**src/rtl/timer_compare_pkg.sv**
```systemverilog
// Shared constants and types for the system-timer compare block.
package SysTimerConsts;

    typedef logic [31:0] IntReg;

    typedef enum logic [1:0] {
        ARMED   = 2'd0,
        HALF    = 2'd1,
        PENDING = 2'd2
    } timer_state_e;

    localparam logic CMP_LO = 1'b0;
    localparam logic CMP_HI = 1'b1;

    function automatic IntReg cmp_word_sel(input logic sel, input IntReg lo, input IntReg hi);
        return (sel == CMP_HI) ? hi : lo;
    endfunction

endpackage

```
**src/rtl/timer_cmp_ge.sv**
```systemverilog
// Registered unsigned 64-bit time >= compare; a flush discards the result.
module timer_cmp_ge
    import SysTimerConsts::*;
(
    input  logic        clk,
    input  logic        rst,
    input  logic [63:0] time_val,
    input  logic [63:0] cmp_val,
    input  logic        flush,
    output logic        ge_q
);

    always_ff @(posedge clk) begin
        if (rst || flush) begin
            ge_q <= 1'b0;
        end else begin
            ge_q <= (time_val >= cmp_val);
        end
    end

endmodule

```
**src/rtl/timer_compare.sv**
```systemverilog
// Machine timer compare register with a half-write guard and level-held pending.
module timer_compare
    import SysTimerConsts::*;
#(
    parameter logic [63:0] ResetCmp = 64'hFFFF_FFFF_FFFF_FFFF
) (
    input  logic        clk,
    input  logic        rst,
    input  logic [31:0] time_lo,
    input  logic [31:0] time_hi,
    input  logic        wr_en,
    input  logic        wr_hi,
    input  logic [31:0] wr_data,
    input  logic        rd_hi,
    output logic [31:0] rd_data,
    input  logic        mtie,
    output logic        mtip,
    output logic        irq
);

    IntReg        cmp_lo;
    IntReg        cmp_hi;
    timer_state_e state;
    logic         mtip_q;
    logic         ge_q;
    logic         wr_lo_w;
    logic         wr_hi_w;

    assign wr_lo_w = wr_en && (wr_hi == CMP_LO);
    assign wr_hi_w = wr_en && (wr_hi == CMP_HI);

    always_ff @(posedge clk) begin
        if (rst) begin
            cmp_lo <= ResetCmp[31:0];
            cmp_hi <= ResetCmp[63:32];
        end else if (wr_lo_w) begin
            cmp_lo <= wr_data;
        end else if (wr_hi_w) begin
            cmp_hi <= wr_data;
        end
    end

    // Any write flushes the comparator so a result against the old value never lands.
    timer_cmp_ge u_cmp_ge (
        .clk      (clk),
        .rst      (rst),
        .time_val ({time_hi, time_lo}),
        .cmp_val  ({cmp_hi, cmp_lo}),
        .flush    (wr_en),
        .ge_q     (ge_q)
    );

    always_ff @(posedge clk) begin
        if (rst) begin
            state  <= ARMED;
            mtip_q <= 1'b0;
        end else begin
            case (state)
                ARMED: begin
                    if (wr_lo_w) begin
                        state  <= HALF;
                        mtip_q <= 1'b0;
                    end else if (!wr_en && ge_q) begin
                        state  <= PENDING;
                        mtip_q <= 1'b1;
                    end
                end
                // Only the high-word write re-arms; the comparison is not trusted mid-update.
                HALF: begin
                    mtip_q <= 1'b0;
                    if (wr_hi_w) begin
                        state <= ARMED;
                    end
                end
                PENDING: begin
                    if (wr_lo_w) begin
                        state  <= HALF;
                        mtip_q <= 1'b0;
                    end else if (wr_hi_w) begin
                        state  <= ARMED;
                        mtip_q <= 1'b0;
                    end
                end
                default: begin
                    state  <= ARMED;
                    mtip_q <= 1'b0;
                end
            endcase
        end
    end

    assign rd_data = cmp_word_sel(rd_hi, cmp_lo, cmp_hi);
    assign mtip    = mtip_q;
    assign irq     = mtip_q & mtie;

endmodule

```
**config.mk**
```make
export PLATFORM = sky130hd
export DESIGN_NAME = timer_compare
export DESIGN_NICKNAME = d
export VERILOG_FILES = /design/src/rtl/timer_compare_pkg.sv /design/src/rtl/timer_cmp_ge.sv /design/src/rtl/timer_compare.sv
export SDC_FILE = /design/constraint.sdc
export NUM_CORES = 1
export LEC_CHECK = 0
export ABC_AREA = 1
export BUFFER_PORTS_ARGS = -buffer_cell sky130_fd_sc_hd__buf_2
export CAP_MARGIN = 20
export CORE_UTILIZATION = 50
export DETAILED_ROUTE_END_ITERATION = 8
export PLACE_DENSITY = 0.9
export SYNTH_ARGS = -nofsm -noshare
export SYNTH_HDL_FRONTEND = slang
export SYNTH_SLANG_ARGS = --single-unit
export TNS_END_PERCENT = 20
```
**constraint.sdc**
```tcl
create_clock -name clk -period 1.8 [get_ports clk]
set_clock_uncertainty 0.2 [all_clocks]
set_input_delay 0.36 -clock clk [delete_from_list [all_inputs] [get_ports clk]]
set_output_delay 0.36 -clock clk [all_outputs]
set_load 0.01 [all_outputs]
```
Word level (Yosys, flattened, before mapping)
Cells that the tools add are included.

Flip-flop bits (word level): 68. Input bits: 102. Output and inout bits: 34. Word-level logic and storage cells: 32.

Mux-type cells: 11. Bitwise logic cells: 3. Reduce and logical (&&, ||, !) cells: 8. $lt $le $gt $ge: 1. Equality and inequality tests: 4.

Operator list (number): >= comparator 64 bit (1); 2-to-1 mux 32 bit (1); 2-to-1 mux 2 bit (4); inequality test 3 bit, second input constant (2); case mux 2 bit (3 select lines) (1); 2-to-1 mux 1 bit (4); AND reduction 2 bit (2); logical AND 1 bit (3); == test 2 x 1 -> 1 bit, second input constant (1); == test 2 bit, second input constant (1); logical NOT 2 bit (1); NOT 1 bit (2); case mux 1 bit (2 select lines) (1); bitwise AND 1 bit (1); logical NOT 1 bit (1); logical OR 1 bit (1).

Depth between registers and ports, before layout
Depth after elaboration: 5. Mapped depth: 15. Depth with buffers taken out: 15.

By module
A second synthesis with hierarchy kept.

Cell total of the unflattened synthesis: 655. Area total of the unflattened synthesis: 4790.8 um^2.

By module, submodules not included: timer_compare (instances 1, area an instance 3029.2 um^2, cells an instance 373); timer_cmp_ge (instances 1, area an instance 1761.7 um^2, cells an instance 282).

Least setup slack after synthesis
OpenSTA, ideal clock, no wires.

Kind: input to output. Start point: input port rd_hi. End point: output port rd_data[10]. Cell stages on the path: 4. Arrival time: 1.083 ns. Path slack: 0.157 ns. Buffers on the path: 2. Required time: 1.240 ns. Cells stage by stage: clkbuf_1 -> clkbuf_1 -> nand2_1 -> o21ai_0.

Cells in the longest elaborated chain, start to end: 1.

Ends and longest elaborated chain: start: declaration (RTL line timer_compare.sv:14) `input logic rd_hi,`; 2-to-1 mux 32 bit (RTL line timer_compare_pkg.sv:16) `return (sel == CMP_HI) ? hi : lo;`; end: declaration (RTL line timer_compare.sv:15) `output logic [31:0] rd_data,`.

Every way passes these cells.

Final worst setup path
Start point: register cmp_lo[29]. End point: register u_cmp_ge.ge_q.

Cells in the longest elaborated chain, start to end: 1.

Ends and longest elaborated chain: start: declaration (RTL line timer_compare.sv:21) `IntReg cmp_lo;`; start signal: assignment (RTL line timer_compare.sv:34) `cmp_lo <= ResetCmp[31:0];`; start signal: assignment (RTL line timer_compare.sv:37) `cmp_lo <= wr_data;`; >= comparator 64 bit (RTL line timer_cmp_ge.sv:17) `ge_q <= (time_val >= cmp_val);`; end signal: assignment (RTL line timer_cmp_ge.sv:17); end: declaration (RTL line timer_cmp_ge.sv:10) `output logic ge_q`.

Every way passes these cells. A chain may end at the register's enable or synchronous reset.

==> flow_metrics.env <==
export IMPL_synthAdderAreaFrac_pct=18.6
export IMPL_final_core_util_pct=67.3
export IMPL_path_clk_slew_ns=0.07
export IMPL_final_cell_mix="nand2_1, buf_2, inv_1, o211ai_1, dfxtp_1"
export IMPL_placement_io_buffers=135
export IMPL_instances_no_fill=827
export IMPL_drive_gt1_share_pct=30.7
export IMPL_final_hold_viol_count=0
export IMPL_n_fill_cell=676
export IMPL_vdd_ir_drop_max_uv=366
export IMPL_dp_cells=809
export IMPL_track_usage_pct=26.0
export IMPL_vias_per_cell=5.41
export IMPL_dp_hpwl_um=8800
export IMPL_htree_num_levels=3
export IMPL_hold_path_class="input pin to flop"
export IMPL_cp_data_required_time_ns=1.87
export IMPL_crit_arrival_ns=1.87
export IMPL_critPathCaptureType="flop"
export IMPL_synth_warnings=0
export IMPL_max_cap_violations=0
export IMPL_synth_compound_area_share_pct=19.8
export IMPL_dr_total_vias=4477
export IMPL_grt_pass1_vias=4182
export IMPL_violations="setup timing"
export IMPL_syn_cell_area_um2=4290
export IMPL_max_slew_worst_pin_slew_ns=0.407
export IMPL_multi_input_area_um2=2740
export IMPL_ys_flop_type="dfxtp_1"
export IMPL_grt_pass1_wl_um=18400
export IMPL_p_total_mw=3.74
export IMPL_dr_pass1_iters=4
export IMPL_startpoint="cmp_lo[29]$_SDFFE_PP1P_"
export IMPL_worst_hold_slack_ns=0.0297
export IMPL_crit_path_start_kind="flop"
export IMPL_core_area_um2=8260
export IMPL_report_final_slew_viol_count=0
export IMPL_fin_crit_ns=1.80
export IMPL_run_status="complete, but fails checks"
export IMPL_area_growth_pct=29.5
export IMPL_ys_ff_latch=68
export IMPL_dpl_worst_slack_ns=-0.146
export IMPL_syn_num_nets=755
export IMPL_synth_top_area_share_pct=31.7
export IMPL_drc=0
export IMPL_cpMaxStageDelayCell="dfxtp_2"
export IMPL_clockRootBuffer="clkbuf_8"
export IMPL_die_area_um2=8960
export IMPL_ys_top_cells_by_area="dfxtp_1, ha_1, nand2_1, o211ai_1, inv_1"
export IMPL_crit_path_max_fanout=3
export IMPL_die_h_um=94.7
export IMPL_async_flop_share_pct=0
export IMPL_antenna_found_initial=0
export IMPL_worst_slack_ns=-0.000173
export IMPL_seq_area_um2=1380
export IMPL_nets=886
export IMPL_path_cells="inv_2, ha_4, nand4_1, nor3_2, and3_1, nand2_1, nand2_1, nand2_1, a21oi_1"
export IMPL_post_drt_wl_per_cell_um=14.4
export IMPL_clk_latency_ns=0.34
export IMPL_place_congestion=0.843
export IMPL_ys_seq_area_share_pct=31.7
export IMPL_synthCells=589
export IMPL_drt_wl_total_um=11900
export IMPL_busiest_layer="met2"
export IMPL_fmax_mhz=556
export IMPL_met1_usage_pct=31.3
export IMPL_antenna_cells=0
export IMPL_rows=33
export IMPL_synth_area_mux_share_pct=0
export IMPL_synth_edf_count=0
export IMPL_use_met2_pct=45.7
export IMPL_post_synth_top_area_cell="dfxtp_1"
export IMPL_postSynthAreaPerCell_um2=7.29
export IMPL_power_density_nw_per_um2=673
export IMPL_met3_usage_pct=4.03
export IMPL_fin_crit_sh_pct=100
export IMPL_leakage_nw=3.00
export IMPL_crit_type="flop to flop"
export IMPL_layout_commonest_cell="nand2_1"
export IMPL_synthSimpleGateAreaFrac_pct=19.8
export IMPL_max_stage_delay_ns=0.33
export IMPL_clock_sinks=68
export IMPL_start_util_pct=52.0
export IMPL_rsz0062_at_grt="true"
export IMPL_synth_top_family_by_area="compound AO/OA/AOI/OAI gates"
export IMPL_min_from="rst"
export IMPL_synth_xor_area_share_pct=0
export IMPL_num_io_pins=136
export IMPL_fp_dieW_um=94.7
export IMPL_yosysUniqueCellTypes=25
export IMPL_cts_buffers=9
export IMPL_clockBufferDepth=2
export IMPL_path_common_cell="nand2_1"
export IMPL_first_iter_violations=172
export IMPL_r2r_start="cmp_lo[29]$_SDFFE_PP1P_"
export IMPL_cts_tree="done"
export IMPL_drtAntennaViolNets=0
export IMPL_gr_total_overflow=0
export IMPL_slew_headroom_pct=72.8
export IMPL_grt_max_degree=64
export IMPL_setup_violations=1
sequential cells by signal (all words and copies together) (netlist names):
| register | count |
|---|---|
| mtip | 1 |
| cmp_lo | 32 |
| u_cmp_ge.ge_q | 1 |
| state | 2 |
| cmp_hi | 32 |
cell families (layout without fill, tap and decap cells):
family,Yosys count,count (layout)
buffers and inverters,111,244
adders and majority gates,64,64
AOI/OAI and AO/OA,136,136
and+or+nand+nor,210,210
DFF,68,68
routing by layer:
metal  routed length, um  share of wire (%)
met5                   0                  0
met4                 436                3.7
met3                 734                6.2
met2                5860                 49
met1                4900                 41
critical path, delay by kind of cell, from the launching register on:
kind                       cells  cell delay (ns)
and+or+nand+nor                6             0.73
AOI/OAI and AO/OA              1             0.14
adders and majority gates      1             0.26
buffers and inverters          1             0.06
DFF                            1             0.33
power by group:
| group | switching (mW) | internal, mW |
|---|---|---|
| sequential | 0.0463 | 1.61 |
| clock | 0.565 | 0.551 |
| combinational | 0.555 | 0.416 |
cells in the mapped netlist (2+ instances only):
master,number
o21ai_0,39
buf_1,4
nor3_1,2
buf_2,11
inv_2,2
nor2_1,25
nor3_2,2
nand4_1,6
dfxtp_1,68
a21oi_1,30
inv_1,82
a21o_1,2
nand3_1,5
o211ai_1,63
nand2_1,164
ha_1,64
clkbuf_1,12
what timing repair did:
item / CTS / global route
setup endpoints to repair: 1 / 1
gates resized for setup: 7 / 50
hold buffers: 0 / 0
pin swaps: 6 / 15
endpoints found under the hold margin: 0 / 0
setup buffers: 1 / 4
worst paths after layout:
check                                                end  slack, ns  cells after the start
worst max register to register  u_cmp_ge.ge_q$_SDFF_PP0_    -0.0002                      9
worst max-delay path            u_cmp_ge.ge_q$_SDFF_PP0_    -0.0002                      9
worst min-delay path               state[0]$_SDFFE_PP0P_       0.03                      2
worst min register to register    cmp_hi[9]$_SDFFE_PP1P_       0.32                      2
per-stage QoR:
step | TNS [ns] | instance area [um^2]
after floorplan | 0 | 4290
after global placement | -0.104 | 5100
after detailed placement | -0.146 | 5100
after CTS | 0 | 5290
after global routing | -0.0746 | 5560
final | -0.000173 | 5560
cell type report:
cell class                 count  share of cell area, %
inverter                      84                   5.72
multi-input combinational    410                   49.3
clock inverter                 2                  0.225
sequential                    68                   24.8
timing repair buffer         147                   14.9
clock buffer                  11                   2.72
tap                          105                   2.36
Power figures use the tool's default switching activity.
